--- config.mk ---
export PLATFORM = sky130hd
export DESIGN_NAME = read_level_flag_gen
export DESIGN_NICKNAME = d
export VERILOG_FILES = /design/src/rtl/fifo_pkg.sv /design/src/rtl/gray_to_binary.sv /design/src/rtl/read_level_flag_gen.sv
export SDC_FILE = /design/constraint.sdc
export NUM_CORES = 1
export LEC_CHECK = 0
export BUFFER_PORTS_ARGS = -buffer_cell sky130_fd_sc_hd__buf_2
export CORE_AREA = 4 4 43 64
export DETAILED_ROUTE_END_ITERATION = 6
export DIE_AREA = 0 0 47 68
export GPL_TIMING_DRIVEN = 0
export PLACE_DENSITY = 0.82
export SYNTH_ARGS = -nofsm -noshare
export SYNTH_HDL_FRONTEND = slang
export SYNTH_SLANG_ARGS = --single-unit
--- constraint.sdc ---
create_clock -name read_clk -period 3.6 [get_ports read_clk]
set_input_delay 0.36 -clock read_clk [delete_from_list [all_inputs] [get_ports read_clk]]
set_output_delay 0.36 -clock read_clk [all_outputs]
set_load 0.05 [all_outputs]
--- src/rtl/fifo_pkg.sv ---
// Shared FIFO pointer helpers: Gray/binary conversion and the level type.
package fifo_pkg;

  localparam int unsigned PTR_SIZE = 5;

  // Occupancy type for the default pointer width (includes the wrap bit).
  typedef logic [PTR_SIZE-1:0] level_t;

  // Conversions operate on 32 bits; narrower pointers zero-extend harmlessly.
  function automatic logic [31:0] gray2bin(input logic [31:0] g);
    logic [31:0] b;
    b[31] = g[31];
    for (int i = 30; i >= 0; i--) begin
      b[i] = b[i+1] ^ g[i];
    end
    return b;
  endfunction

  function automatic logic [31:0] bin2gray(input logic [31:0] b);
    return b ^ (b >> 1);
  endfunction

endpackage

--- src/rtl/gray_to_binary.sv ---
// Combinational Gray-to-binary converter, zero latency, no flow control.
module gray_to_binary
  import fifo_pkg::*;
#(
  parameter int WIDTH = 5
) (
  input  logic [WIDTH-1:0] gray,
  output logic [WIDTH-1:0] bin
);

  assign bin = WIDTH'(gray2bin(32'(gray)));

endmodule

--- src/rtl/read_level_flag_gen.sv ---
// Async-FIFO read side: pointer, fill level, empty and hysteretic almost-empty; one-edge latency.
// Reads while empty are dropped; define READ_UNDERFLOW_EN to add a sticky underflow_error.
module read_level_flag_gen
  import fifo_pkg::*;
#(
  parameter int SIZE       = 5,
  parameter int AE_DEFAULT = 2,
  parameter int AE_HYST    = 1
) (
  input  logic            read_clk,
  input  logic            read_rst_n,
  input  logic [SIZE-1:0] write_gray_pointer,
  input  logic            read_enable,
  input  logic [SIZE-1:0] almost_empty_threshold,
  output logic [SIZE-1:0] read_bin_pointer,
  output logic [SIZE-1:0] read_gray_pointer,
  output logic [SIZE-1:0] fill_level,
  output logic            empty_flag,
  output logic            almost_empty_flag
`ifdef READ_UNDERFLOW_EN
  ,
  output logic            underflow_error
`endif
);

  logic            rd_ok;
  logic [SIZE-1:0] write_bin;
  logic [SIZE-1:0] read_bin_next;
  logic [SIZE-1:0] read_gray_next;
  logic [SIZE-1:0] level_next;
  logic [SIZE-1:0] thr_eff;
  logic [SIZE:0]   clr_level;
  logic            ae_set;
  logic            ae_clr;

  gray_to_binary #(.WIDTH(SIZE)) u_wr_g2b (
    .gray (write_gray_pointer),
    .bin  (write_bin)
  );

  assign rd_ok          = read_enable & ~empty_flag;
  assign read_bin_next  = read_bin_pointer + SIZE'(rd_ok);
  assign read_gray_next = SIZE'(bin2gray(32'(read_bin_next)));
  // Modulo subtraction keeps the level correct across either pointer wrapping.
  assign level_next     = write_bin - read_bin_next;

  assign thr_eff   = (almost_empty_threshold == '0) ? SIZE'(AE_DEFAULT) : almost_empty_threshold;
  // One bit wider so a large threshold plus hysteresis cannot wrap.
  assign clr_level = {1'b0, thr_eff} + (SIZE+1)'(AE_HYST + 1);
  assign ae_set    = (level_next <= thr_eff);
  assign ae_clr    = ({1'b0, level_next} >= clr_level);

  always_ff @(posedge read_clk or negedge read_rst_n) begin
    if (!read_rst_n) begin
      read_bin_pointer  <= '0;
      read_gray_pointer <= '0;
      fill_level        <= '0;
      empty_flag        <= 1'b1;
      almost_empty_flag <= 1'b1;
    end else begin
      read_bin_pointer  <= read_bin_next;
      read_gray_pointer <= read_gray_next;
      fill_level        <= level_next;
      empty_flag        <= (read_gray_next == write_gray_pointer);
      if (ae_set) begin
        almost_empty_flag <= 1'b1;
      end else if (ae_clr) begin
        almost_empty_flag <= 1'b0;
      end
    end
  end

`ifdef READ_UNDERFLOW_EN
  always_ff @(posedge read_clk or negedge read_rst_n) begin
    if (!read_rst_n) begin
      underflow_error <= 1'b0;
    end else if (read_enable && empty_flag) begin
      underflow_error <= 1'b1;
    end
  end
`endif

endmodule

* Word level (Yosys, flattened, before mapping) *
Index checks and enable logic that the tools add are counted.

cells by class
  muxes and demuxes = 3
  order comparisons = 2
  bitwise operators = 7
  add/subtract/negate cells = 3
  eq/ne operators = 1
  reduce and logical (&&, ||, !) cells = 2

operator list
  operator                                      count
  adder 5 x 2 -> 6 bit (second input constant)  1
  >= comparator 5 x 6 -> 1 bit                  1
  adder 5 x 1 -> 5 bit                          1
  == test 5 bit                                 1
  less-or-equal comparator 5 bit                1
  zero test 5 bit                               1
  two-way mux 5 bit                             1
  subtractor 5 bit                              1
  XOR 5 x 4 -> 5 bit                            1
  XOR 1 bit                                     4
  two-way mux 1 bit                             2
  nonzero test 2 bit                            1
  AND 1 bit                                     1
  NOT 1 bit                                     1

word-level totals
  output and inout bits = 17
  word-level logic and storage cells = 23
  bits in registers = 17

* Longest topological paths before layout *
  depth after elaboration = 8
  depth in mapped cells = 14

* By module *
From an unflattened synthesis, not the netlist that was laid out.

unflattened totals
  cell total of the unflattened synthesis = 105
  area, all modules = 1077.3 µm²

by module, submodules not included
  module               area an instance (µm²)  cells an instance  instances  sequential area each (µm²)
  read_level_flag_gen  1004.7                  99                 1          402.9
  gray_to_binary       72.6                    6                  1          0.0

* Worst setup path after synthesis *
Ideal clock, no wire load.

  kind = reg-to-reg
  from = register empty_flag
  to = register almost_empty_flag
  data arrival time = 3.147 ns
  data required time = 3.503 ns
  slack = 0.356 ns
  buffers on the path = 0
  stages on the path, launching flop included = 15
  cells stage by stage = dfstp_2 nor2b_1 ha_1 ha_1 xor2_1 inv_1 ha_1 a21oi_2 xnor2_1 ha_1 a21oi_1 o21ai_0 nor2_1 nor3_1 nor4_1

on the way
  word-level cells in the longest chain between the ends = 6
  elaborated cells between the ends (all ways) = 8
  those cells by class = 2 x add/sub; 2 x order compare; 1 x mux; 2 x bitwise; 1 x reduce/logical

RTL lines
  what                                                                            line                                                  RTL
  from (decl)                                                                     read_level_flag_gen.sv:18                             output logic empty_flag,
  from (signal assigned)                                                          read_level_flag_gen.sv:64                             empty_flag <= (read_gray_next == write_gray_pointer);
  NOT 1 bit (*)                                                                   read_level_flag_gen.sv:41                             assign rd_ok = read_enable & ~empty_flag;
  AND 1 bit (*)                                                                   read_level_flag_gen.sv:41
  adder 5 x 1 -> 5 bit (*)                                                        read_level_flag_gen.sv:42                             assign read_bin_next = read_bin_pointer + SIZE'(rd_ok);
  named net read_bin_next[2]                                                      read_level_flag_gen.sv:28                             logic [SIZE-1:0] read_bin_next;
  subtractor 5 bit (*)                                                            read_level_flag_gen.sv:45                             assign level_next = write_bin - read_bin_next;
  named net level_next[3]                                                         read_level_flag_gen.sv:30                             logic [SIZE-1:0] level_next;
  >= comparator 5 x 6 -> 1 bit or less-or-equal comparator 5 bit (tied branches)  read_level_flag_gen.sv:51, read_level_flag_gen.sv:50
  nonzero test 2 bit (no line) or two-way mux 1 bit (tied branches)               -
  to (signal assigned)                                                            read_level_flag_gen.sv:59                             almost_empty_flag <= 1'b1;
  to (signal assigned)                                                            read_level_flag_gen.sv:66                             almost_empty_flag <= 1'b1;
  to (signal assigned)                                                            read_level_flag_gen.sv:68                             almost_empty_flag <= 1'b0;
  to (decl)                                                                       read_level_flag_gen.sv:19                             output logic almost_empty_flag

The timed path passes the listed nets; every way through them passes the cells marked *.
A chain may end at the register's enable or synchronous reset.

* Final worst setup path *
Ends and elaborated chain as after synthesis.

==> out/metrics.cfg <==
[timing]
rsz0062_at_grt=false
relSlewSlack=0.7020
fin_skew_ns=0.005152
period_minus_slack_ns=3.320
hold_viol_final=0
fmax_ghz=0.3012
tightest_slew_ns=0.4455
fin_tns_setup_ns=0
setup-violations-final=0
slew_viol_final=0
period_share=0.9223

[critical_path]
critical_path_class=flip-flop to flip-flop
start_kind=flip-flop
rr_startpoint=empty_flag
worstPathArrival_ns=3.51
crit_fanout=5
worstPathRequired_ns=3.79
worstRegToRegCells=14
critPathLaunch=empty_flag
critPathCaptureType=flip-flop

[global_routing]
grt.total_usage=0.1477
overflow=0
grt_pass1_wl_mm=3.387
grt_pass1_vias=865
grt_max_degree=17
antenna_found_initial=0

[cts]
cts_buffers=3
root_buffer=clkbuf_4
clock_latency_ns=0.28
cts_tree=done
cts.reportedPaths.clkPinSlew_ns=0.08
cts_setup_buffers=0
cts.sinks=16
htreeDepth=1
cts_buffer_depth=2

[routing]
dr_total_vias=809
viasPerCell=5.186
wirelength_mm=2.012
drc_errors=0
wl_per_cell_um=12.90
postRouteAntennaNets=0
drt_iter0_drc=3
firstDrtPassIters=3

[logic_synthesis]
synth_nets=127
synth_xor_area_frac=0.2110
synth-seq-cells=16
synth_simple_gate_area_frac=0.09848
synth_mux_area_frac=0
syn-cell-area_um2=1067
synth_cell_type_count=30
synth_top_family_by_area=XOR/XNOR gates
yosysWarnings=0
seq_area_frac_synth=0.3775
synth_fa_ha_area_frac=0.1712
synth_cells=100
synth_compound_area_frac=0.08206
syn_area_per_cell_um2=10.67

[worst_hold_path]
worstHoldStart=write_gray_pointer[2]
hold_class=primary input to flip-flop
holdPathStages=3

[cells_and_area]
fillCellCount=218
synthToLayoutAreaGrowth_pct=20.05
multiInputGateArea_um2=608.1
regArea_um2=402.9
antenna_cells=0
num-nets-final=162
final_layout_size_suffix_gt1_frac=0.3083

[floorplanning]
die-area_um2=3196
start_util=0.4836
fp-row-count=21
io_pins=30
coreArea_um2=2207
dieWidth_um=47
die_h_um=68

[run_status]
outcome=finished, final reports clean

[place]
place.gp.congestion=0.8412
hpwl_mm=1.772
portBuffers=29

[flow_run]
maxCapViolations=0

[final cells by class]
cell class,instances,share of cell area
multi-input cells,68,0.4746
flip-flops and latches,16,0.3145
repair buffers,30,0.1211
inverters,14,0.04102
well taps,23,0.02246
clock buffers,3,0.01758
plain buffers,2,0.008789
[placed cells by master (no fill, tap or decap), types with 2 or more instances in the layout]
cell type   n
a211oi_1    2
ha_1       13
o21ai_0     3
xor2_2      2
dfstp_2     2
a21oi_1     3
buf_2      29
nor3_1      3
nor2_1      4
nand3_1     2
inv_1      14
nand2_1     4
nor4_1      2
xor2_1      9
dfrtp_1    14
xnor2_1     8
clkbuf_4    3
[stage by stage]
step	worst slack (ns)	util	cells	area [um^2]	hold WS, ns
floorplan	0.3560	-	100	1067	0.06441
global placement	0.2845	0.5624	152	1241	0.2710
detailed placement	0.1595	0.5624	152	1241	0.2840
CTS	0.1481	0.5771	156	1274	0.3773
global route	0.05408	0.5805	156	1281	0.3872
finish	0.2797	0.5805	156	1281	0.3820
[metal layers]
| layer | up-vias | GRT usage | routed length (um) |
|---|---|---|---|
| met4 | 0 | 0.08997 | 44 |
| met3 | 4 | 0.01579 | 64 |
| met1 | 389 | 0.1330 | 689 |
| met2 | 18 | 0.2891 | 1213 |
| li1 | 398 | - | - |
| met5 | - | 0 | 0 |
[cell families after synthesis]
group,Yosys count
and+or+nand+nor,20
xor gates and xnor gates,21
adders and majority gates,14
DFF,16
AOI/OAI and AO/OA,13
buffers and inverters,16
[state kept, by name (all words and copies together), names as in the netlist]
name               cells
almost_empty_flag      1
empty_flag             1
fill_level             5
read_bin_pointer       5
read_gray_pointer      4
[Yosys cell counts]
library cell  number  area (um^2)
dfrtp_1           14        350.3
inv_1             14        52.55
ha_1              13        162.7
xor2_1            10        87.58
xnor2_1            8        70.07
nand2_1            4        15.01
nor2_1             4        15.01
a21oi_1            3        15.01
nor3_1             3        15.01
o21ai_0            3        15.01
a211oi_1           2        15.01
dfstp_2            2        52.55
nand3_1            2        10.01
nor4_1             2        12.51
a21o_1             1        7.510
a21oi_2            1        8.760
and3_1             1        6.260
buf_4              1        7.510
clkbuf_1           1        3.750
fa_1               1        20.02
nand2b_1           1        6.260
nand3_2            1        10.01
nand4b_1           1        8.760
nor2b_1            1        6.260
o2111a_1           1        11.26
o211ai_1           1        7.510
o21bai_1           1        7.510
xnor3_2            1        23.77
xor2_2             1        16.27
xor2_4             1        27.53
[worst paths after layout]
check / endpoint / slack, ns
max: almost_empty_flag / 0.28
min: empty_flag / 0.38
max reg2reg: almost_empty_flag / 0.28
min reg2reg: read_bin_pointer[4] / 0.61
max in group asynchronous: almost_empty_flag / 2.79
min in group asynchronous: read_bin_pointer[1] / 0.51
[worst max-delay path, stage by stage, from the launching register on]
cell	delay (ns)
dfstp_2	0.54
nor2b_1	0.05
ha_1	0.20
ha_1	0.24
xor2_2	0.34
inv_1	0.11
ha_1	0.36
a21oi_2	0.07
xnor2_1	0.30
ha_1	0.31
a21oi_1	0.13
o21ai_0	0.12
nor2_1	0.12
nor3_1	0.05
nor4_1	0.29
[timing repair]
item                                    4_1_cts  5_1_grt
endpoints found under the setup margin        0        1
hold endpoints to repair                     14        0
hold buffers                                  1        0
resized for setup                             0        1
Power is not shown: default switching activity piles up to over one toggle a cycle in this logic, so the estimate is an artifact.
